==> config.mk <==
export PLATFORM = sky130hd
export DESIGN_NAME = period_meter_flat
export DESIGN_NICKNAME = d
export VERILOG_FILES = /design/src/rtl/period_meter_if.sv /design/src/rtl/period_meter.sv /design/src/flat_wrapper.sv
export SDC_FILE = /design/constraint.sdc
export NUM_CORES = 1
export LEC_CHECK = 0
export BUFFER_PORTS_ARGS = -buffer_cell sky130_fd_sc_hd__buf_4
export CORE_AREA = 2 2 114 116
export CTS_BUF_LIST = sky130_fd_sc_hd__clkbuf_16
export DETAILED_ROUTE_END_ITERATION = 16
export DIE_AREA = 0 0 116 118
export GPL_TIMING_DRIVEN = 1
export SLEW_MARGIN = 20
export SYNTH_ARGS = -nofsm -noshare
export SYNTH_HDL_FRONTEND = slang
export SYNTH_SLANG_ARGS = --single-unit
==> constraint.sdc <==
create_clock -name clk -period 2.8 [get_ports clk]
set_input_delay 0.14 -clock clk [delete_from_list [all_inputs] [get_ports clk]]
set_output_delay 0.14 -clock clk [all_outputs]
set_load 0.02 [all_outputs]
==> src/rtl/period_meter_if.sv <==
// Result port of period_meter: valid/ready handshake plus the result qualifiers.
interface period_meter_if #(
    parameter int unsigned CNT_W = 32
);
    logic             meas_valid;
    logic             meas_ready;
    logic [CNT_W-1:0] period;
    logic             timeout;
    logic             overrun;

    modport master (
        output meas_valid,
        output period,
        output timeout,
        output overrun,
        input  meas_ready
    );

    modport slave (
        input  meas_valid,
        input  period,
        input  timeout,
        input  overrun,
        output meas_ready
    );
endinterface

==> src/rtl/period_meter.sv <==
// Period meter: synchronises sig_in, detects rising edges and counts clk cycles
// between consecutive edges. Results leave through a valid/ready port; a
// watchdog reports a timeout result when no edge arrives for TIMEOUT cycles.
module period_meter #(
    parameter int unsigned CNT_W       = 32,
    parameter int unsigned TIMEOUT     = 50000000,
    parameter int unsigned SYNC_STAGES = 2
) (
    input  logic            clk,
    input  logic            clr_n,
    input  logic            sig_in,
    period_meter_if.master  meas,
    output logic            busy
);

    typedef enum logic {
        IDLE,
        COUNT
    } state_t;

    localparam logic [CNT_W-1:0] LAST = CNT_W'(TIMEOUT - 1);

    logic [SYNC_STAGES-1:0] sync;
    logic                   prev;
    logic                   rise;
    logic [CNT_W-1:0]       cnt;
    state_t                 state;
    logic                   res_period;
    logic                   res_timeout;
    logic                   new_res;

    // Synchroniser chain and edge history; zero reset keeps the history low.
    always_ff @(posedge clk or negedge clr_n) begin
        if (!clr_n) begin
            sync <= '0;
            prev <= 1'b0;
        end else begin
            sync <= {sync[SYNC_STAGES-2:0], sig_in};
            prev <= sync[SYNC_STAGES-1];
        end
    end

    // Edge detect and result-producing events for this cycle.
    always_comb begin
        rise        = sync[SYNC_STAGES-1] & ~prev;
        res_period  = (state == COUNT) && rise;
        res_timeout = (state == COUNT) && !rise && (cnt == LAST);
        new_res     = res_period || res_timeout;
    end

    // Measurement FSM with registered result and handshake outputs.
    always_ff @(posedge clk or negedge clr_n) begin
        if (!clr_n) begin
            state           <= IDLE;
            cnt             <= '0;
            busy            <= 1'b0;
            meas.meas_valid <= 1'b0;
            meas.period     <= '0;
            meas.timeout    <= 1'b0;
            meas.overrun    <= 1'b0;
        end else begin
            case (state)
                IDLE: begin
                    if (rise) begin
                        cnt   <= '0;
                        state <= COUNT;
                        busy  <= 1'b1;
                    end
                end
                COUNT: begin
                    if (res_period) begin
                        cnt          <= '0;
                        meas.period  <= cnt + 1'b1;
                        meas.timeout <= 1'b0;
                    end else if (res_timeout) begin
                        cnt          <= '0;
                        meas.period  <= '0;
                        meas.timeout <= 1'b1;
                        state        <= IDLE;
                        busy         <= 1'b0;
                    end else begin
                        cnt <= cnt + 1'b1;
                    end
                end
                default: begin
                    state <= IDLE;
                    busy  <= 1'b0;
                end
            endcase

            // A new result always wins; overrun only when the old one was not taken.
            if (new_res) begin
                meas.meas_valid <= 1'b1;
                if (meas.meas_valid && !meas.meas_ready) begin
                    meas.overrun <= 1'b1;
                end else if (meas.meas_valid) begin
                    meas.overrun <= 1'b0;
                end
            end else if (meas.meas_valid && meas.meas_ready) begin
                meas.meas_valid <= 1'b0;
                meas.overrun    <= 1'b0;
            end
        end
    end

endmodule

==> src/flat_wrapper.sv <==
// flat-port wrapper written by rule: the top's interface ports become plain ports
module period_meter_flat 
#(
    parameter int unsigned CNT_W       = 32,
    parameter int unsigned TIMEOUT     = 50000000,
    parameter int unsigned SYNC_STAGES = 2
)
  (clk, clr_n, sig_in, busy, meas_meas_valid, meas_period, meas_timeout, meas_overrun, meas_meas_ready);
  period_meter_if #(.CNT_W(CNT_W)) meas_i ();
  input  logic clk;
  input  logic clr_n;
  input  logic sig_in;
  output logic busy;
  output wire logic [$bits(meas_i.meas_valid)-1:0] meas_meas_valid;
  output wire logic [$bits(meas_i.period)-1:0] meas_period;
  output wire logic [$bits(meas_i.timeout)-1:0] meas_timeout;
  output wire logic [$bits(meas_i.overrun)-1:0] meas_overrun;
  input wire logic [$bits(meas_i.meas_ready)-1:0] meas_meas_ready;
  assign meas_meas_valid = meas_i.meas_valid;
  assign meas_period = meas_i.period;
  assign meas_timeout = meas_i.timeout;
  assign meas_overrun = meas_i.overrun;
  assign meas_i.meas_ready = meas_meas_ready;
  period_meter #(.CNT_W(CNT_W), .TIMEOUT(TIMEOUT), .SYNC_STAGES(SYNC_STAGES)) u_core (.clk(clk), .clr_n(clr_n), .sig_in(sig_in), .meas(meas_i), .busy(busy));
endmodule
**Word level (Yosys, flattened, before mapping)**

Index checks and enable logic that the tools add are counted.

- Logic and storage cells: 52
- Bits in registers: 72
- Output and inout bits: 36

- Reduce and logical (&&, ||, !) cells: 13
- Bitwise logic cells: 3
- Equality and inequality tests: 5
- Muxes and demuxes: 21
- Add/subtract/negate cells: 1

Operator list:

| operator | count |
|---|---|
| two-way mux 32 bit | 5 |
| one-hot mux 32 bit (2 select lines) | 1 |
| adder 32 x 1 -> 32 bit (second input constant) | 1 |
| == test 32 x 26 -> 1 bit (second input constant) | 1 |
| two-way mux 1 bit | 13 |
| logical AND 1 bit | 5 |
| != test 2 bit (second input constant) | 2 |
| one-hot mux 1 bit (2 select lines) | 2 |
| AND reduction 2 bit | 2 |
| nonzero test 2 bit | 2 |
| != test 3 x 2 -> 1 bit (second input constant) | 1 |
| AND reduction 3 bit | 1 |
| zero test 1 bit | 2 |
| != test 2 x 1 -> 1 bit (second input constant) | 1 |
| inverter 1 bit | 2 |
| bitwise AND 1 bit | 1 |
| logical OR 1 bit | 1 |

**Depth between registers and ports, before layout**

Gate-level depths: netlist (run 1).

- Depth in word-level cells: 8
- Depth in mapped cells: 8
- Gate-level depth less buffers: 6

**Least setup slack after synthesis (run 1)**

No wires, ideal clock.

- Path type: flip-flop to flip-flop
- Start point: register u_core.cnt[0]
- End point: register u_core.cnt[31]
- Cell stages (with the launch flop): 8
- Setup time: 124 ps
- Slack: 311 ps
- Data arrival time: 2365 ps
- Period minus slack after synthesis: 2489 ps
- Required time: 2676 ps
- Buffers on the path: 1
- Cells stage by stage: dfrtp_1 > ha_1 > nand3_2 > or4_4 > or4_4 > buf_6 > and4_1 > a211o_1

- Longest elaborated chain between the ends: 5

Ends and longest elaborated chain:

| element | line | source |
|---|---|---|
| start: declaration | period_meter.sv:26 | `logic [CNT_W-1:0] cnt;` |
| start signal: assignment | period_meter.sv:82 | `cnt <= cnt + 1'b1;` |
| parallel branches: the longest is 2 deep, another holds adder 32 x 1 -> 32 bit | -- |  |
| two-way mux 32 bit (*) | period_meter.sv:75 | `end else if (res_timeout) begin` |
| two-way mux 32 bit (*) | period_meter.sv:71 | `if (res_period) begin` |
| one-hot mux 32 bit (2 select lines) (*) | period_meter.sv:62 | `case (state)` |

Mark *: on every way between the ends.
A chain may end at the register's enable or synchronous reset.

**Worst setup path after layout (run 1)**

Same ends and word-level chain as after synthesis.

==> results of run 1 <==
[sequential cells by signal, summed over array words and instances (netlist names)]
register                cells
u_core.meas.overrun         1
u_core.sync                 2
u_core.prev                 1
u_core.state                1
u_core.cnt                 32
u_core.meas.meas_valid      1
u_core.busy                 1
u_core.meas.period         32
u_core.meas.timeout         1
[cell families (layout without fill, tap and decap cells)]
logic type / after synthesis / in the layout
fa+ha+maj: 1 / 1
compound gates: 66 / 66
mux: 1 / 1
simple gates: 163 / 163
flops: 72 / 72
xor+xnor: 29 / 29
buf+inv: 35 / 73
[stage by stage]
step	power (mW)	util (%)	std cells	setup WS (ns)	cell area [um2]
finish	2.70	36.1	577	0.155	4480
CTS	2.73	36.1	577	0.105	4480
floorplan	1.31	-	367	0.311	3670
global route	2.82	36.1	577	0.0109	4480
global placement	1.42	33.2	558	0.169	4120
detailed placement	1.42	33.2	558	0.111	4120
[final timing paths]
path	end	startpoint	slack, ns
max	u_core.cnt[31]	u_core.cnt[0]	0.15
min	u_core.sync[1]	u_core.sync[0]	0.35
max reg2reg	u_core.cnt[31]	u_core.cnt[0]	0.15
min reg2reg	u_core.sync[1]	u_core.sync[0]	0.35
max in group asynchronous	u_core.cnt[1]	clr_n	1.70
min in group asynchronous	u_core.meas.period[22]	clr_n	0.51
[cells in the final DEF (no fill, tap or decap), types with 6 or more instances in the layout]
cell type,synthesis,layout
buf_4,1,50
xnor2_1,25,25
nor2_1,19,18
clkbuf_16,0,9
a31oi_1,7,7
or3_1,7,7
nand2_1,39,39
dfrtp_1,72,72
nor3_1,6,6
a22o_1,30,30
nand4_1,9,9
and3_1,12,12
nand3_1,30,30
a221o_1,11,11
and4_1,11,11
nor4_1,7,7
[what timing repair did]
item                                    in CTS  in global routing
endpoints found under the hold margin       74                  0
hold buffers                                 3                  0
endpoints found under the setup margin       0                  6
[power by group through the flow]
stage	Clock [mW]	Combinational (mW)	Sequential [mW]
floorplan	0	0.112	1.20
global placement	0	0.253	1.16
detailed placement	0	0.256	1.17
CTS	1.32	0.261	1.15
global route	1.38	0.286	1.16
finish	1.29	0.258	1.15
[area by class of cell]
type,count,share of cell area (%)
flip-flops and latches,72,40.2
well taps,172,4.80
multi-input cells,260,38.1
clock inverters,7,2.46
inverters,4,0.335
repair buffers,53,9.05
clock buffers,9,5.03
[metal layers]
metal  global-route usage, %  wire length [um]
met1                    19.7              4370
met2                    20.5              4090
met3                    3.60               387
met4                    3.57                82
met5                       0                 0
==> reports/metrics.cfg, run 1 <==
[drt]
via_per_inst=5.05
ant_nets=0
drcViolationCount=0
vias=2914
totalWireLength_um=8930
wl_per_cell_um=15.5
first_iter_violations=222
dr.pass1.iters=4

[timing]
grt_setup_unrepaired=false
max_slew.worst_pin.slew_ns=1.06
hold_viol=0
tns_ns=0
final-setup-viol-count=0
max_freq_mhz=378
slew_violations=0
hold_slack_ns=0.347
fin_crit_sh_pct=94.5
slew_headroom_pct=29.1
skew_ns=0.00718
min_period_ns=2.65

[grt]
grt_pass1_wl_um=14900
antenna_found_initial=0
grt_pass1_vias=2805
grt_max_degree=73
overflow=0
gr-usage-all-layers_pct=13.7

[worst_hold_path]
hold_path_depth=0
hold_class=flop to flop

[yosys]
synth_top_area_cell=dfrtp_1
ys_dominant_reg_cell=dfrtp_1
ys_types=43
synth_top_family_by_area=simple AND/OR/NAND/NOR gates
synth-compound-area-share_pct=14.5
synth-simple-area-share_pct=24.5
synth_seq_cells=72
syn_inst=367
synthTopCellsByCount=dfrtp_1 (72), nand2_1 (39), a22o_1 (30), nand3_1 (30), xnor2_1 (25)
yosysMostFrequentCell=dfrtp_1
post_synth.cell_area_avg_um2=9.99
synthArstFlopShare_pct=100
ys_warn_count=0
synth_fa_ha_area_share_pct=0.341
synthMuxAreaShare_pct=0.273
seq_area_frac_synth_pct=49.1
synth_top_area_share_pct=49.1
netlist_area_um2=3670
synth_edf_count=0
synth_xor_area_share_pct=6.93
synthTopCellsByArea=dfrtp_1 (49%), a22o_1 (7.2%), xnor2_1 (6.0%), nand3_1 (4.1%), nand2_1 (4.0%)
synth_nets=372

[clock_tree]
clock_latency_ns=0.33
post_cts_buffers=0
clock_path_buffers=2
numCtsBuffers=9
clkTransAtPathRegs_ns=0.06
clock-sinks=72
cts_tree=built
cts_resized=0
htree_levels=3
cts_root_buf=clkbuf_16

[floorplan]
fp.dieH_um=118
fp.dieW_um=116
initial_core_util_pct=29.5
rows=41
die-area_um2=13700
pin_count=40
core-area_um2=12400

[worst_setup_path]
end_kind=flop
crit_cells=6
worstPathCellList=ha_1 > nand3_2 > or4_4 > or4_4 > and4_1 > a211o_1
critPathArrivalTime_ns=2.87
reg2regPathDepth=6
cp_num_buf_inv=0
slowest_delay_ns=0.64
critPathTopFamily=simple AND/OR/NAND/NOR gates
path_max_fanout=18
worst-setup-path-type=flop to flop
slowest_stage=or4_4
start_kind=flop
cp.required_ns=3.02
critPathMostFrequentCell=or4_4

[placement]
place.port_buffers=39
hpwl_um=5860
place.gp.congestion=0.850

[cells_and_area]
layout-drive-gt1-share_pct=18.5
regArea_um2=1800
multi_input_area_um2=1710
nets=405
syn2layout_area_growth_pct=22.2
fillers=1291
n_antenna_cell=0

[power]
power.static_leakage_nw=2.06
seq_power_share_pct=42.6
netSwitchingPower_mw=0.638
ir_worst_vdd_v=0.000476
intPower_mw=2.06
switching_share_pct=23.6
clkPwrFrac_pct=47.9
comb_power_share_pct=9.5
power_density_nw_per_um2=603

[flow_run]
cap_violations=0

[run_status]
status=finished clean

Note: power is estimated with default switching activity, not from simulation.
==> run 2: changes to the inputs <==
--- a/config.mk
+++ b/config.mk
@@ -5,11 +5,11 @@
 export SDC_FILE = /design/constraint.sdc
 export NUM_CORES = 1
 export LEC_CHECK = 0
-export BUFFER_PORTS_ARGS = -buffer_cell sky130_fd_sc_hd__buf_4
-export CORE_AREA = 2 2 114 116
+export BUFFER_PORTS_ARGS = -buffer_cell sky130_fd_sc_hd__buf_2
+export CORE_AREA = 2 2 99 101
 export CTS_BUF_LIST = sky130_fd_sc_hd__clkbuf_16
 export DETAILED_ROUTE_END_ITERATION = 16
-export DIE_AREA = 0 0 116 118
+export DIE_AREA = 0 0 101 103
 export GPL_TIMING_DRIVEN = 1
 export SLEW_MARGIN = 20
 export SYNTH_ARGS = -nofsm -noshare
==> reports/metrics.cfg, run 2 (synthesis results as in run 1) <==
[run_status]
status=finished clean

[timing]
hold_viol=0  ; unchanged
fin_crit_sh_pct=94.9  ; +0.42 points
max_freq_mhz=376  ; -0.44%
slew_violations=0  ; unchanged
max_slew.worst_pin.slew_ns=0.966  ; -0.0937 ns
final-setup-viol-count=0  ; unchanged
setup_ws_ns=0.143  ; -0.0116 ns
hold_slack_ns=0.337  ; -0.00972 ns
grt_setup_unrepaired=false
slew_headroom_pct=35.4  ; +6.3 points
skew_ns=0.00972  ; +0.00254 ns
tns_ns=0  ; unchanged
min_period_ns=2.66  ; +0.0116 ns

[drt]
ant_nets=0  ; unchanged
drcViolationCount=0  ; unchanged
via_per_inst=5.66  ; +12%
totalWireLength_um=8730  ; -2.3%
vias=2961  ; +1.6%
wl_per_cell_um=16.7  ; +7.8%
dr.pass1.iters=4  ; unchanged
first_iter_violations=219  ; -1.4%

[cells_and_area]
final_cell_mix=dfrtp_1 (72), nand2_1 (39), buf_2 (39)
utilization_pct=45.9  ; +9.8 points
finalInstanceArea_um2=4340  ; -3.2%
nets=409  ; +0.99%
mostFrequentLayoutCell=dfrtp_1
reg.largest.list=u_core.cnt x32, u_core.meas.period x32, u_core.sync x2
layout-drive-gt1-share_pct=19.6  ; +1.0 points
fillers=908  ; -30%
fin_cells=523  ; -9.4%
syn2layout_area_growth_pct=18.3
n_antenna_cell=0  ; unchanged

[power]
ir_worst_vdd_v=0.000369  ; -22%
power.static_leakage_nw=2.07  ; +0.71%
power.total_mw=2.59  ; -4.2%
clkPwrFrac_pct=46.5  ; -1.4 points
comb_power_share_pct=9.2  ; -0.3 points
switching_share_pct=24.4  ; +0.78 points
intPower_mw=1.96  ; -5.1%
power_density_nw_per_um2=597  ; -1.0%
netSwitchingPower_mw=0.631  ; -0.99%
seq_power_share_pct=44.3  ; +1.7 points

[worst_setup_path]
reg2reg_from=u_core.cnt[0]
end_kind=flop
cp_num_buf_inv=0  ; unchanged
crit_cells=6  ; unchanged
slowest_stage=or4_4
slowest_delay_ns=0.64  ; about the same
start_kind=flop
worst-setup-path-type=flop to flop
cp.required_ns=3.02  ; about the same
worstPathCellList=ha_1 > nand3_2 > or4_4 > or4_4 > and4_1 > a221o_1
reg2reg_slack_ns=0.14  ; about the same
reg2regPathDepth=6  ; unchanged
path_max_fanout=18  ; unchanged
critPathMostFrequentCell=or4_4
critPathTopFamily=simple AND/OR/NAND/NOR gates
critPathArrivalTime_ns=2.88  ; about the same
r2r-end=u_core.cnt[22]

[clock_tree]
numCtsBuffers=9  ; unchanged
post_cts_buffers=0  ; unchanged
clock-sinks=72  ; unchanged
clkTransAtPathRegs_ns=0.06  ; about the same
clock_latency_ns=0.34  ; about the same
cts_root_buf=clkbuf_16
clock_path_buffers=2  ; unchanged
htree_levels=3  ; unchanged
cts_tree=built

[floorplan]
initial_core_util_pct=38.8  ; +9.2 points
rows=36  ; -12%
die-area_um2=10400  ; -24%
fp.dieW_um=101  ; -13%
fp.dieH_um=103  ; -13%
core-area_um2=9460  ; -24%
pin_count=40  ; unchanged

[placement]
dp_cells=504  ; -9.7%
hpwl_um=5900  ; +0.63%
place.port_buffers=39  ; unchanged
pre_cts_ws_ns=0.0980  ; -0.0131 ns
place.gp.congestion=0.855  ; +0.54%
postPlaceCellArea_um2=3990  ; -3.1%

[flow_run]
cap_violations=0  ; unchanged

[grt]
grt_pass1_vias=2883  ; +2.8%
overflow=0  ; unchanged
antenna_found_initial=0  ; unchanged
grt_pass1_wl_um=14300  ; -3.5%
grt_max_degree=73  ; unchanged
gr-usage-all-layers_pct=17.9  ; +4.2 points

[worst_hold_path]
hold_class=input pin to async pin

==> run 2: changes by cell type in the layout (fill, tap and decap cells not counted), sizes merged <==
cell    before  now
buf         50   54
bufinv       3    2
clkinv       3    4
==> run 2: how the worst max path moves through the flow <==
stage             startpoint        endpoint  slack [ns]
3_5_place_dp   u_core.cnt[0]  u_core.cnt[22]         0.1
4_1_cts        u_core.cnt[0]  u_core.cnt[22]        0.09
3_3_place_gp   u_core.cnt[0]  u_core.cnt[31]        0.17
5_1_grt        u_core.cnt[0]  u_core.cnt[19]        0.01
2_1_floorplan  u_core.cnt[0]  u_core.cnt[31]        0.31
6_report       u_core.cnt[0]  u_core.cnt[22]        0.14
==> run 2: power by group through the flow <==
stage / registers, mW / clock network (mW) / logic (mW)
floorplan: 1.20 / 0 / 0.112
global placement: 1.16 / 0 / 0.239
detailed placement: 1.17 / 0 / 0.239
CTS: 1.15 / 1.23 / 0.244
global route: 1.16 / 1.28 / 0.265
finish: 1.15 / 1.20 / 0.239
==> run 2: tightest hold or removal path, cell delays in order <==
cell	delay, ns
dlygate4sd3_1	0.52
buf_2	0.12
buf_12	0.30
==> run 2: layout make-up <==
type / count / area, um2 / area share (%)
Clock buffer: 9 / 225 / 5.19
Tap cell: 114 / 143 / 3.29
Inverter: 4 / 15.0 / 0.346
Clock inverter: 7 / 86.3 / 1.99
Multi-Input combinational cell: 260 / 1720 / 39.6
Sequential cell: 72 / 1800 / 41.5
Timing Repair Buffer: 57 / 350 / 8.07
==> run 2: timing repair <==
item / in CTS / in global routing
endpoints found under the hold margin: 74 / 0
resized for setup: 0 / 1
setup endpoints to repair: 0 / 7
hold buffers: 3 / 0
==> run 2: layer usage <==
layer  up-vias  GRT usage, %  wire length [um]
met5         -             0                 0
met4         0          7.07               119
met3         8          3.66               413
met2        74          27.8              4160
met1      1453          24.8              4040
li1       1426             -                 -
